==> src/rtl/glyph_pkg.sv <==
// Shared constants and configuration record for the glyph fetch stage.
// The visible-area sizes are used by benches and the timing controller.
package glyph_pkg;

    localparam int DATA_WIDTH = 24;
    localparam int W_LOG2     = 4;
    localparam int H_LOG2     = 4;
    localparam int IDX_W      = 4;
    localparam int COORD_W    = 10;
    localparam int H_VISIBLE  = 640;
    localparam int V_VISIBLE  = 480;

    typedef struct packed {
        logic [COORD_W-1:0] x;
        logic [COORD_W-1:0] y;
        logic [IDX_W-1:0]   idx;
        logic               en;
    } glyph_cfg_t;

endpackage

==> src/rtl/glyph_fetch_if.sv <==
// Beam, configuration, glyph-ROM and pixel signals of the glyph fetch stage.
// master = timing controller / ROM side, slave = glyph_fetch.
interface glyph_fetch_if #(
    parameter int DATA_WIDTH = 24,
    parameter int IDX_W      = 4,
    parameter int ADDR_W     = 12
);
    logic                  bright_in;
    logic [9:0]            hcount;
    logic [9:0]            vcount;
    logic                  frame_start;
    logic                  cfg_we;
    logic [9:0]            cfg_x;
    logic [9:0]            cfg_y;
    logic [IDX_W-1:0]      cfg_idx;
    logic                  cfg_en;
    logic [ADDR_W-1:0]     rom_addr;
    logic [DATA_WIDTH-1:0] rom_data;
    logic [DATA_WIDTH-1:0] pixel;
    logic                  pix_en;
    logic                  bright;

    modport master (
        output bright_in, hcount, vcount, frame_start,
        output cfg_we, cfg_x, cfg_y, cfg_idx, cfg_en, rom_data,
        input  rom_addr, pixel, pix_en, bright
    );

    modport slave (
        input  bright_in, hcount, vcount, frame_start,
        input  cfg_we, cfg_x, cfg_y, cfg_idx, cfg_en, rom_data,
        output rom_addr, pixel, pix_en, bright
    );
endinterface

==> src/rtl/glyph_cfg_shadow.sv <==
// Pending/active glyph configuration pair; pending moves to active on frame_start.
// A write coinciding with frame_start lands in both registers at once.
module glyph_cfg_shadow
    import glyph_pkg::*;
(
    input  logic       clk,
    input  logic       rst_n,
    input  logic       cfg_we,
    input  logic       frame_start,
    input  glyph_cfg_t cfg_in,
    output glyph_cfg_t active
);

    glyph_cfg_t pending_reg;
    glyph_cfg_t active_reg;

    always_ff @(posedge clk or negedge rst_n) begin
        if (!rst_n) begin
            pending_reg <= '0;
            active_reg  <= '0;
        end else begin
            if (cfg_we) begin
                pending_reg <= cfg_in;
            end
            if (frame_start) begin
                active_reg <= cfg_we ? cfg_in : pending_reg;
            end
        end
    end

    assign active = active_reg;

endmodule

==> src/rtl/glyph_fetch.sv <==
// Three-stage glyph texel fetch: box test + ROM address, ROM read, output align.
// Beam inputs reach pixel/pix_en/bright exactly three clocks later.
module glyph_fetch #(
    parameter int DATA_WIDTH = glyph_pkg::DATA_WIDTH,
    parameter int W_LOG2     = glyph_pkg::W_LOG2,
    parameter int H_LOG2     = glyph_pkg::H_LOG2,
    parameter int IDX_W      = glyph_pkg::IDX_W,
    parameter int ADDR_W     = IDX_W + H_LOG2 + W_LOG2
) (
    input logic          clk,
    input logic          rst_n,
    glyph_fetch_if.slave bus
);
    import glyph_pkg::*;

    localparam int GW = 1 << W_LOG2;
    localparam int GH = 1 << H_LOG2;

    glyph_cfg_t cfg_in;
    glyph_cfg_t active;

    assign cfg_in = '{x: bus.cfg_x, y: bus.cfg_y, idx: bus.cfg_idx, en: bus.cfg_en};

    glyph_cfg_shadow u_shadow (
        .clk         (clk),
        .rst_n       (rst_n),
        .cfg_we      (bus.cfg_we),
        .frame_start (bus.frame_start),
        .cfg_in      (cfg_in),
        .active      (active)
    );

    // 11-bit bounds so a box near column/row 1023 clips instead of wrapping to 0.
    logic [10:0] h_ext, v_ext, x_lo, x_hi, y_lo, y_hi;
    assign h_ext = {1'b0, bus.hcount};
    assign v_ext = {1'b0, bus.vcount};
    assign x_lo  = {1'b0, active.x};
    assign y_lo  = {1'b0, active.y};
    assign x_hi  = x_lo + 11'(GW);
    assign y_hi  = y_lo + 11'(GH);

    logic in_box;
    assign in_box = active.en & bus.bright_in
                  & (h_ext >= x_lo) & (h_ext < x_hi)
                  & (v_ext >= y_lo) & (v_ext < y_hi);

    // Low bits of the offset depend only on the low bits of the operands.
    logic [W_LOG2-1:0] dx;
    logic [H_LOG2-1:0] dy;
    assign dx = bus.hcount[W_LOG2-1:0] - active.x[W_LOG2-1:0];
    assign dy = bus.vcount[H_LOG2-1:0] - active.y[H_LOG2-1:0];

    logic [ADDR_W-1:0]     rom_addr_reg;
    logic                  in_box_1_reg, bright_1_reg;
    logic                  in_box_2_reg, bright_2_reg;
    logic [DATA_WIDTH-1:0] pixel_reg;
    logic                  pix_en_reg, bright_reg;

    always_ff @(posedge clk or negedge rst_n) begin
        if (!rst_n) begin
            rom_addr_reg <= '0;
            in_box_1_reg <= 1'b0;
            bright_1_reg <= 1'b0;
            in_box_2_reg <= 1'b0;
            bright_2_reg <= 1'b0;
            pixel_reg    <= '0;
            pix_en_reg   <= 1'b0;
            bright_reg   <= 1'b0;
        end else begin
            if (in_box) begin
                rom_addr_reg <= {active.idx, dy, dx};
            end
            in_box_1_reg <= in_box;
            bright_1_reg <= bus.bright_in;
            in_box_2_reg <= in_box_1_reg;
            bright_2_reg <= bright_1_reg;
            pixel_reg    <= in_box_2_reg ? bus.rom_data : '0;
            pix_en_reg   <= in_box_2_reg;
            bright_reg   <= bright_2_reg;
        end
    end

    assign bus.rom_addr = rom_addr_reg;
    assign bus.pixel    = pixel_reg;
    assign bus.pix_en   = pix_en_reg;
    assign bus.bright   = bright_reg;

endmodule

==> src/flat_wrapper.sv <==
// flat-port wrapper written by rule: the top's interface ports become plain ports
module glyph_fetch_flat import glyph_pkg::*;
#(
    parameter int DATA_WIDTH = glyph_pkg::DATA_WIDTH,
    parameter int W_LOG2     = glyph_pkg::W_LOG2,
    parameter int H_LOG2     = glyph_pkg::H_LOG2,
    parameter int IDX_W      = glyph_pkg::IDX_W,
    parameter int ADDR_W     = IDX_W + H_LOG2 + W_LOG2
)
  (clk, rst_n, bus_bright_in, bus_hcount, bus_vcount, bus_frame_start, bus_cfg_we, bus_cfg_x, bus_cfg_y, bus_cfg_idx, bus_cfg_en, bus_rom_data, bus_rom_addr, bus_pixel, bus_pix_en, bus_bright);
  glyph_fetch_if #(.DATA_WIDTH(DATA_WIDTH), .IDX_W(IDX_W), .ADDR_W(ADDR_W)) bus_i ();
  input logic clk;
  input logic rst_n;
  input wire logic [$bits(bus_i.bright_in)-1:0] bus_bright_in;
  input wire logic [$bits(bus_i.hcount)-1:0] bus_hcount;
  input wire logic [$bits(bus_i.vcount)-1:0] bus_vcount;
  input wire logic [$bits(bus_i.frame_start)-1:0] bus_frame_start;
  input wire logic [$bits(bus_i.cfg_we)-1:0] bus_cfg_we;
  input wire logic [$bits(bus_i.cfg_x)-1:0] bus_cfg_x;
  input wire logic [$bits(bus_i.cfg_y)-1:0] bus_cfg_y;
  input wire logic [$bits(bus_i.cfg_idx)-1:0] bus_cfg_idx;
  input wire logic [$bits(bus_i.cfg_en)-1:0] bus_cfg_en;
  input wire logic [$bits(bus_i.rom_data)-1:0] bus_rom_data;
  output wire logic [$bits(bus_i.rom_addr)-1:0] bus_rom_addr;
  output wire logic [$bits(bus_i.pixel)-1:0] bus_pixel;
  output wire logic [$bits(bus_i.pix_en)-1:0] bus_pix_en;
  output wire logic [$bits(bus_i.bright)-1:0] bus_bright;
  assign bus_i.bright_in = bus_bright_in;
  assign bus_i.hcount = bus_hcount;
  assign bus_i.vcount = bus_vcount;
  assign bus_i.frame_start = bus_frame_start;
  assign bus_i.cfg_we = bus_cfg_we;
  assign bus_i.cfg_x = bus_cfg_x;
  assign bus_i.cfg_y = bus_cfg_y;
  assign bus_i.cfg_idx = bus_cfg_idx;
  assign bus_i.cfg_en = bus_cfg_en;
  assign bus_i.rom_data = bus_rom_data;
  assign bus_rom_addr = bus_i.rom_addr;
  assign bus_pixel = bus_i.pixel;
  assign bus_pix_en = bus_i.pix_en;
  assign bus_bright = bus_i.bright;
  glyph_fetch #(.DATA_WIDTH(DATA_WIDTH), .W_LOG2(W_LOG2), .H_LOG2(H_LOG2), .IDX_W(IDX_W), .ADDR_W(ADDR_W)) u_core (.clk(clk), .rst_n(rst_n), .bus(bus_i));
endmodule
==> config.mk <==
export PLATFORM = sky130hd
export DESIGN_NAME = glyph_fetch_flat
export DESIGN_NICKNAME = d
export VERILOG_FILES = /design/src/rtl/glyph_pkg.sv /design/src/rtl/glyph_fetch_if.sv /design/src/rtl/glyph_cfg_shadow.sv /design/src/rtl/glyph_fetch.sv /design/src/flat_wrapper.sv
export SDC_FILE = /design/constraint.sdc
export NUM_CORES = 1
export LEC_CHECK = 0
export CAP_MARGIN = 25
export CORE_ASPECT_RATIO = 1.75
export CORE_UTILIZATION = 54
export CTS_BUF_LIST = sky130_fd_sc_hd__clkbuf_4 sky130_fd_sc_hd__clkbuf_8
export CTS_CLUSTER_DIAMETER = 50
export DETAILED_ROUTE_END_ITERATION = 7
export GPL_ROUTABILITY_DRIVEN = 0
export PLACE_DENSITY = 0.9
export SYNTH_ARGS = -nofsm -noshare
export SYNTH_HDL_FRONTEND = slang
export SYNTH_SLANG_ARGS = --single-unit
==> constraint.sdc <==
create_clock -name clk -period 3.65 [get_ports clk]
set_input_delay 1.095 -clock clk [delete_from_list [all_inputs] [get_ports clk]]
set_output_delay 1.095 -clock clk [all_outputs]
set_load 0.05 [all_outputs]
* Word-level counts from Yosys, hierarchy flattened
Index checks and enable logic that the tools add are counted.
Operators by class: $add $sub $neg 4, mux-type cells 2, magnitude comparators 4, bitwise gates (word level) 5
Operators with widths (number):
- two-way mux 25 bit | 1
- two-way mux 24 bit | 1
- adder 10 x 5 -> 11 bit, second input constant | 2
- less-than comparator 10 x 11 -> 1 bit | 2
- >= comparator 10 bit | 2
- subtractor 4 bit | 2
- bitwise AND 1 bit | 5
Storage, ports and cells: output and inout bits 38, input bits 74, register bits after elaboration 92

* Depth between registers and ports, before layout
Gate-level depths: netlist of run 1.
word-level depth 5, gate-level depth with buffers 11, gate-level depth less buffers 10

* Modules after synthesis
A second synthesis of run 1 with hierarchy kept.
Second synthesis, totals: cell total of the unflattened synthesis 324, area total of the unflattened synthesis 4451.8 µm²
By module, submodules not included:
- glyph_fetch | seq. area each 1051.0 µm², cells each 218, area each 2421.1 µm², instances 1
- glyph_cfg_shadow | seq. area each 1251.2 µm², cells each 106, area each 2030.7 µm², instances 1

* Worst setup path after synthesis of run 1
OpenSTA, ideal clock, no wires.
kind input port to flip-flop, start input bus_hcount[2], end register u_core.rom_addr_reg[10] (netlist: u_core.bus.rom_addr[10]), library setup time 125 ps, buffers on the path 1, arrival time 2822 ps, path slack 703 ps, stages on the path 8, cell sequence ha_1 a21oi_1 a21o_1 a31oi_2 a2111oi_4 nand4_2 buf_6 mux2_4
Between the ends: cells in the longest elaborated chain, start to end 5, elaborated cells on any way between the ends 6, those cells by class order compare (2); bitwise (4)
Ends and longest elaborated chain:
- from (decl) | line flat_wrapper.sv:15 | input wire logic [$bits(bus_i.hcount)-1:0] bus_hcount;
- >= comparator 10 bit | line glyph_fetch.sv:44 | & (h_ext >= x_lo) & (h_ext < x_hi)
- bitwise AND 1 bit | line glyph_fetch.sv:44
- bitwise AND 1 bit (*) | line glyph_fetch.sv:44
- bitwise AND 1 bit (*) (2 in a row) | line glyph_fetch.sv:45 | & (v_ext >= y_lo) & (v_ext < y_hi);
- to (signal assigned) | line glyph_fetch.sv:71 | rom_addr_reg <= {active.idx, dy, dx};
- to (decl) | line glyph_fetch.sv:53 | logic [ADDR_W-1:0] rom_addr_reg;
Every way passes the cells marked *; elsewhere a longest branch is shown, timed or not. A chain may end at the register's enable or synchronous reset.

* Worst setup path after layout of run 1
start input bus_vcount[0], end register u_core.rom_addr_reg[8] (netlist: u_core.bus.rom_addr[8])
Between the ends: cells in the longest elaborated chain, start to end 3, elaborated cells on any way between the ends 4, those cells by class order compare (2); bitwise (2)
Ends and longest elaborated chain:
- from (decl) | line flat_wrapper.sv:16 | input wire logic [$bits(bus_i.vcount)-1:0] bus_vcount;
- >= comparator 10 bit | line glyph_fetch.sv:45
- bitwise AND 1 bit | line glyph_fetch.sv:45
- bitwise AND 1 bit (*) | line glyph_fetch.sv:45
Marks and branches as above.

==> run summary, run 1 <==
Final hold vios -> 0
TritonCTS buffer count -> 9
Reg2Reg Setup Slack -> 1030 ps
Highest Clock Rate -> 0.3211 GHz
Crit. Startpoint -> bus_vcount[0]
Hold Path Depth -> 0
Final worst path period need -> 3114 ps
Clock Latency Late Sink -> 360 ps
WL final -> 9459 µm
Yosys reg bits -> 92
Finished Cell Area -> 5685 µm²
Initial antenna violation count -> 0
FF-to-FF path depth -> 10
CP Capture Type -> flop
Area Overhead vs Synth -> 32.94%
Share of post-route cells with drive strength above 1 -> 14.71%
Clock Sinks -> 92
Area occupied by registers -> 2302 µm²
Synth Cell Area -> 4277 µm²
# diodes -> 0
Leakage -> 2.616 nW
Power per cell area -> 470.6 nW/µm²
Top-count cell post-synth -> dfrtp_1
Ports -> 112
DRC -> 0
Largest cells by area after synthesis -> dfrtp_1 54%, ha_1 9.9%, mux2_2 9.2%
Multi-input gate area -> 1813 µm²
Bufs and invs on worst path -> 3
Critical path type -> primary input to flop
HP Start -> u_core.in_box_1_reg$_DFF_PN0_
Compound-Gate Fraction of Synth Area -> 8.484%
Die area -> 8293 µm²
Clk slew on worst S/H paths -> 90 ps
First-pass GRT wire length -> 15470 µm
TritonCTS clock tree -> built
Post-synth top cells -> 92 x dfrtp_1, 35 x mux2_2, 34 x ha_1
Largest net degree at the start of global routing -> 58
Total gr overflow -> 0
Number of flops mapped to enable cells by yosys -> 0
Yosys top cell by area -> dfrtp_1
Max incr delay on CP -> 460 ps
Max Cap Viol -> 0
Post-CTS setup buffers -> 0
Setup TNS -> 0 ps
Reg2reg end -> u_core.bus.rom_addr[8]$_DFFE_PN0P_
Post-synthesis sequential area ratio -> 53.83%
GRT Total Usage -> 24.43%
Synth Area in Simple Gates -> 8.543%
Mapped Nets -> 458
Multiplexer share of the synthesized area -> 12.02%
Placeable Area -> 7620 µm²
Pins over their slew limit -> 0
XOR/XNOR share of the synthesized area -> 2.458%
Yosys warns -> 0
Critical Path Stages -> 10
Final setup violation count -> 0
Adder-cell share of the synthesized area -> 10.88%
ANT nets after route -> 0
Distinct cells, synth -> 38
Mean Syn Cell Area -> 12.29 µm²
Post-CTS sizing -> 0
Period Utilization, post-route -> 85.32%
Yosys top cell area share -> 53.83%
Post-Synthesis Cells -> 348
Crit Path Max Fanout -> 13
DIE HEIGHT -> 119.7 µm
Synth Flop Type -> dfrtp_1
Number of fill cells -> 505
Initial Utilization -> 56.12%
Layout net count -> 574
Vias/cell -> 5.393
Post-placement cell area -> 5497 µm²
Initial detailed-routing violation count -> 147
CP cell instances -> clkdlybuf4s50_1 > inv_1 > ha_1 > fa_1 > a31oi_1 > a2111oi_0 > o21ai_0 > nand4_2 > buf_12 > mux2_4
Vias -> 3004
Worst setup SP type -> primary input
Number of global-route vias before repair -> 3289
Tightest Pin Transition -> 721.5 ps
Std cell rows -> 42
CP required -> 3900 ps
RSZ-0062 raised after global routing -> false
Min-Delay Path Class -> flop to flop
Root buffer cell -> clkbuf_8
HPWL after detailed placement -> 7141 µm
CP endpoint -> u_core.bus.rom_addr[8]$_DFFE_PN0P_
Port bufs -> 111
Power Total -> 2.676 mW
CP max-delay cell -> clkdlybuf4s50_1
Clk_skew -> 16.25 ps
Die extent in x -> 69.27 µm
Pre-antenna DRT Iters -> 4
CTS hold repair buffers -> 0
CTS H-tree depth -> 3
Status -> completed
WHS -> 353.5 ps
CP arrival -> 3370 ps
CP top delay family -> buffers and inverters
Routed length per placed instance -> 16.98 µm
CTS Buffer Depth -> 2
Largest family of logic cells by synthesized area -> multiplexers
Ys async rst share -> 100.0%
Worst VDD drop -> 0.3309 mV
FF-to-FF Start -> u_core.u_shadow.active[11]$_DFFE_PN0P_
Rel. slew slack -> 51.90%
==> worst min path at each step <==
stage / endpoint / slack, ps
finish: u_core.in_box_2_reg$_DFF_PN0_ / 350
global route: u_core.bus.bright$_DFF_PN0_ / 370
CTS: u_core.in_box_2_reg$_DFF_PN0_ / 350
detailed placement: u_core.in_box_2_reg$_DFF_PN0_ / 330
global placement: u_core.in_box_2_reg$_DFF_PN0_ / 330
floorplan: u_core.bright_2_reg$_DFF_PN0_ / 330
==> cell usage in the layout (no fill, tap or decap), types with 3 or more instances in the layout <==
| cell | count |
|---|---|
| mux2i_1 | 3 |
| mux2_4 | 6 |
| mux2_2 | 35 |
| xnor2_1 | 10 |
| clkdlybuf4s50_1 | 110 |
| a211oi_1 | 3 |
| ha_1 | 34 |
| buf_4 | 5 |
| nand3_1 | 6 |
| dfrtp_1 | 92 |
| o21ai_0 | 28 |
| nand2_1 | 26 |
| a21oi_1 | 7 |
| o21a_1 | 4 |
| inv_1 | 30 |
| clkbuf_8 | 11 |
| and2_1 | 24 |
==> cell families (layout without fill, tap and decap cells) <==
logic type	count (synthesis)	after routing
compound gates	54	54
xor+xnor	12	12
buf+inv	41	162
simple gates	69	69
flops	92	92
fa+ha+maj	36	36
mux	44	44
==> area by class of cell <==
cell class / count / share of cell area (%)
Clock inverter: 4 / 0.5282
Multi-Input combinational cell: 215 / 31.89
Sequential cell: 92 / 40.49
Tap cell: 88 / 1.937
Timing Repair Buffer: 116 / 20.38
Inverter: 30 / 1.981
Clock buffer: 12 / 2.795
==> power breakdown <==
| part | internal, mW | switching, mW | leakage (nW) |
|---|---|---|---|
| clock network | 0.296 | 0.351 | 0.0968 |
| registers | 1.14 | 0.0756 | 1.15 |
| logic | 0.365 | 0.450 | 1.36 |
| total | 1.80 | 0.877 | 2.62 |
==> routing by layer <==
| metal | track usage, % | share of wire [%] |
|---|---|---|
| met1 | 25.37 | 36 |
| met4 | 12.63 | 3.5 |
| met3 | 4.954 | 3.9 |
| met2 | 45.39 | 56 |
| met5 | 0 | 0 |
==> through the flow <==
step | instances | utilization, % | worst slack [ps]
finish | 557 | 74.61 | 535.8
global route | 557 | 74.61 | 420.8
CTS | 557 | 74.61 | 539.2
detailed placement | 541 | 72.13 | 126.0
global placement | 541 | 72.13 | 180.2
floorplan | 348 | - | 703.0
Note: power is estimated with default switching activity, not from simulation.
==> run 2, diff against run 1 <==
- CAP_MARGIN: 25 -> unset
==> results of run 2 <==
No change in the layout: final DEF, timing and power equal those of run 1.
==> run 3, diff against run 2 <==
- GPL_ROUTABILITY_DRIVEN: 0 -> 1
- SKIP_LAST_GASP: unset -> 1
==> run 3 against run 2 <==
Against the previous run:
- sequential power is essentially flat
- cell count is 0.18% lower
- worst setup slack better by 7.1 ps
- global-route usage rose by 0.39 points
- critical path type unchanged
- register-to-register slack about the same
- cell area fell by 0.11%
==> run summary, run 3 (same netlist as run 1, synthesis figures left out) <==
Final worst path period need -> 3107 ps (-7.103 ps)
Final hold vios -> 0 (unchanged)
Status -> completed
Combinational Power Share -> 30.4% (about the same)
Crit. Startpoint -> bus_vcount[0]
Max Cap Viol -> 0 (unchanged)
Period Utilization, post-route -> 85.13% (-0.19 points)
Post-placement cell area -> 5489 µm² (-0.14%)
CP arrival -> 3360 ps (about the same)
Leakage -> 2.615 nW (about the same)
Clock Latency Late Sink -> 370 ps (about the same)
Clock Sinks -> 92 (unchanged)
Rel. slew slack -> 25.26% (-27 points)
Post-CTS setup buffers -> 0 (unchanged)
Placement-stage worst setup slack -> 186.6 ps (+60.60 ps)
Ports -> 112 (unchanged)
Placed cell count -> 540 (-0.18%)
Die area -> 8293 µm² (unchanged)
Worst VDD drop -> 0.3643 mV (+10%)
Highest Clock Rate -> 0.3218 GHz (+0.23%)
Placeable Area -> 7620 µm² (unchanged)
CTS hold repair buffers -> 0 (unchanged)
Number of fill cells -> 527 (+4.4%)
Critical path type -> primary input to flop
Initial detailed-routing violation count -> 178 (+21%)
GPL Wtd Cong -> 0.8927
Setup TNS -> 0 ps (unchanged)
Std cell rows -> 42 (unchanged)
Routed length per placed instance -> 17.47 µm (+2.9%)
CP required -> 3900 ps (about the same)
Pre-antenna DRT Iters -> 5 (+1)
First-pass GRT wire length -> 15460 µm (about the same)
DRC -> 0 (unchanged)
Post-CTS sizing -> 0 (unchanged)
Power per cell area -> 473.8 nW/µm² (+0.68%)
Final setup violation count -> 0 (unchanged)
Total gr overflow -> 0 (unchanged)
WL final -> 9712 µm (+2.7%)
Vias/cell -> 5.522 (+2.4%)
Root buffer cell -> clkbuf_8
Area Overhead vs Synth -> 32.80%
Finished Cell Area -> 5679 µm² (-0.11%)
NetSw -> 891.7 µW (+1.6%)
Pins over their slew limit -> 0 (unchanged)
FF-to-FF path depth -> 10 (unchanged)
Tightest Pin Transition -> 1121 ps (+399.6 ps)
Number of global-route vias before repair -> 3245 (-1.3%)
Clk_skew -> 8.634 ps (-7.620 ps)
DIE HEIGHT -> 119.7 µm (unchanged)
HPWL after detailed placement -> 7276 µm (+1.9%)
Worst setup SP type -> primary input
RSZ-0062 raised after global routing -> false
ANT nets after route -> 0 (unchanged)
Reg2Reg Setup Slack -> 1020 ps (about the same)
CP endpoint -> u_core.bus.rom_addr[8]$_DFFE_PN0P_
Clk slew on worst S/H paths -> 90 ps (about the same)
FF-to-FF Start -> u_core.u_shadow.active[9]$_DFFE_PN0P_
Largest net degree at the start of global routing -> 93 (+60%)
CTS Buffer Depth -> 2 (unchanged)
TritonCTS clock tree -> built
Most frequent cells in the layout -> 110 x clkdlybuf4s50_1, 92 x dfrtp_1, 35 x mux2_2, 34 x ha_1, 30 x inv_1
Initial Utilization -> 56.12% (unchanged)
Fin cells -> 556 (-0.18%)
CTS H-tree depth -> 3 (unchanged)
Vias -> 3070 (+2.2%)
Clk pwr share -> 24.5% (+0.3 points)
Crit Path Max Fanout -> 13 (unchanged)
Part of the power in registers -> 45.0% (-0.3 points)
Initial antenna violation count -> 0 (unchanged)
Layout net count -> 573 (-0.17%)
Reg2reg end -> u_core.bus.rom_addr[8]$_DFFE_PN0P_
Switch share -> 33.14% (+0.35 points)
Die extent in x -> 69.27 µm (unchanged)
Int Pwr -> 1.799 mW (about the same)
Setup ws final -> 542.9 ps (+7.103 ps)
TritonCTS buffer count -> 9 (unchanged)
Most common cell after layout, fill and taps aside -> clkdlybuf4s50_1
Min-Delay Path Class -> flop to flop
Share of post-route cells with drive strength above 1 -> 14.53% (-0.18 points)
GRT Total Usage -> 24.82% (+0.39 points)
Port bufs -> 111 (unchanged)
Hold Path Depth -> 0 (unchanged)
Util after Layout -> 74.53% (-0.082 points)
CP Capture Type -> flop
# diodes -> 0 (unchanged)
[run 3: cell type report]
| class | instances | area (µm²) | area share [%] |
|---|---|---|---|
| clock inverters | 4 | 31.28 | 0.5508 |
| clock buffers | 12 | 158.9 | 2.798 |
| flip-flops and latches | 92 | 2302 | 40.54 |
| inverters | 30 | 112.6 | 1.983 |
| multi-input cells | 215 | 1813 | 31.92 |
| well taps | 88 | 110.1 | 1.939 |
| repair buffers | 115 | 1151 | 20.27 |
[run 3: how the worst min path moves through the flow]
stage	startpoint	end	slack, ps
after global routing	u_core.bright_1_reg$_DFF_PN0_	u_core.bright_2_reg$_DFF_PN0_	360
after detailed placement	u_core.in_box_1_reg$_DFF_PN0_	u_core.in_box_2_reg$_DFF_PN0_	340
after floorplan	u_core.bright_1_reg$_DFF_PN0_	u_core.bright_2_reg$_DFF_PN0_	330
final	u_core.in_box_1_reg$_DFF_PN0_	u_core.in_box_2_reg$_DFF_PN0_	350
after global placement	u_core.bright_1_reg$_DFF_PN0_	u_core.bright_2_reg$_DFF_PN0_	330
after CTS	u_core.in_box_1_reg$_DFF_PN0_	u_core.in_box_2_reg$_DFF_PN0_	360
[run 3: through the flow]
| step | hold WS, ps | total power [mW] |
|---|---|---|
| global placement | 332.4 | 2.013 |
| detailed placement | 336.2 | 2.045 |
| finish | 352.8 | 2.691 |
| global route | 363.4 | 2.818 |
| floorplan | 331.2 | 1.727 |
| CTS | 356.4 | 2.715 |
[run 3: power groups by stage]
stage | Sequential [mW] | Combinational [mW] | Clock (mW)
finish | 1.21 | 0.819 | 0.659
global route | 1.23 | 0.876 | 0.716
CTS | 1.21 | 0.823 | 0.680
detailed placement | 1.23 | 0.816 | 0
global placement | 1.22 | 0.789 | 0
floorplan | 1.40 | 0.327 | 0
[run 3: critical path, cell delays in order]
cell	delay, ps
clkdlybuf4s50_1	450
inv_1	50
ha_1	210
fa_1	400
a31oi_1	200
a2111oi_0	90
o21ai_0	210
nand4_2	150
buf_12	190
mux2_4	290
[run 3: routing by layer]
layer	routed length (µm)	global-route usage (%)	up-vias
met4	511	17.35	0
met1	3508	25.57	1519
met5	0	0	-
met2	5325	44.30	100
li1	-	-	1414
met3	366	4.870	37
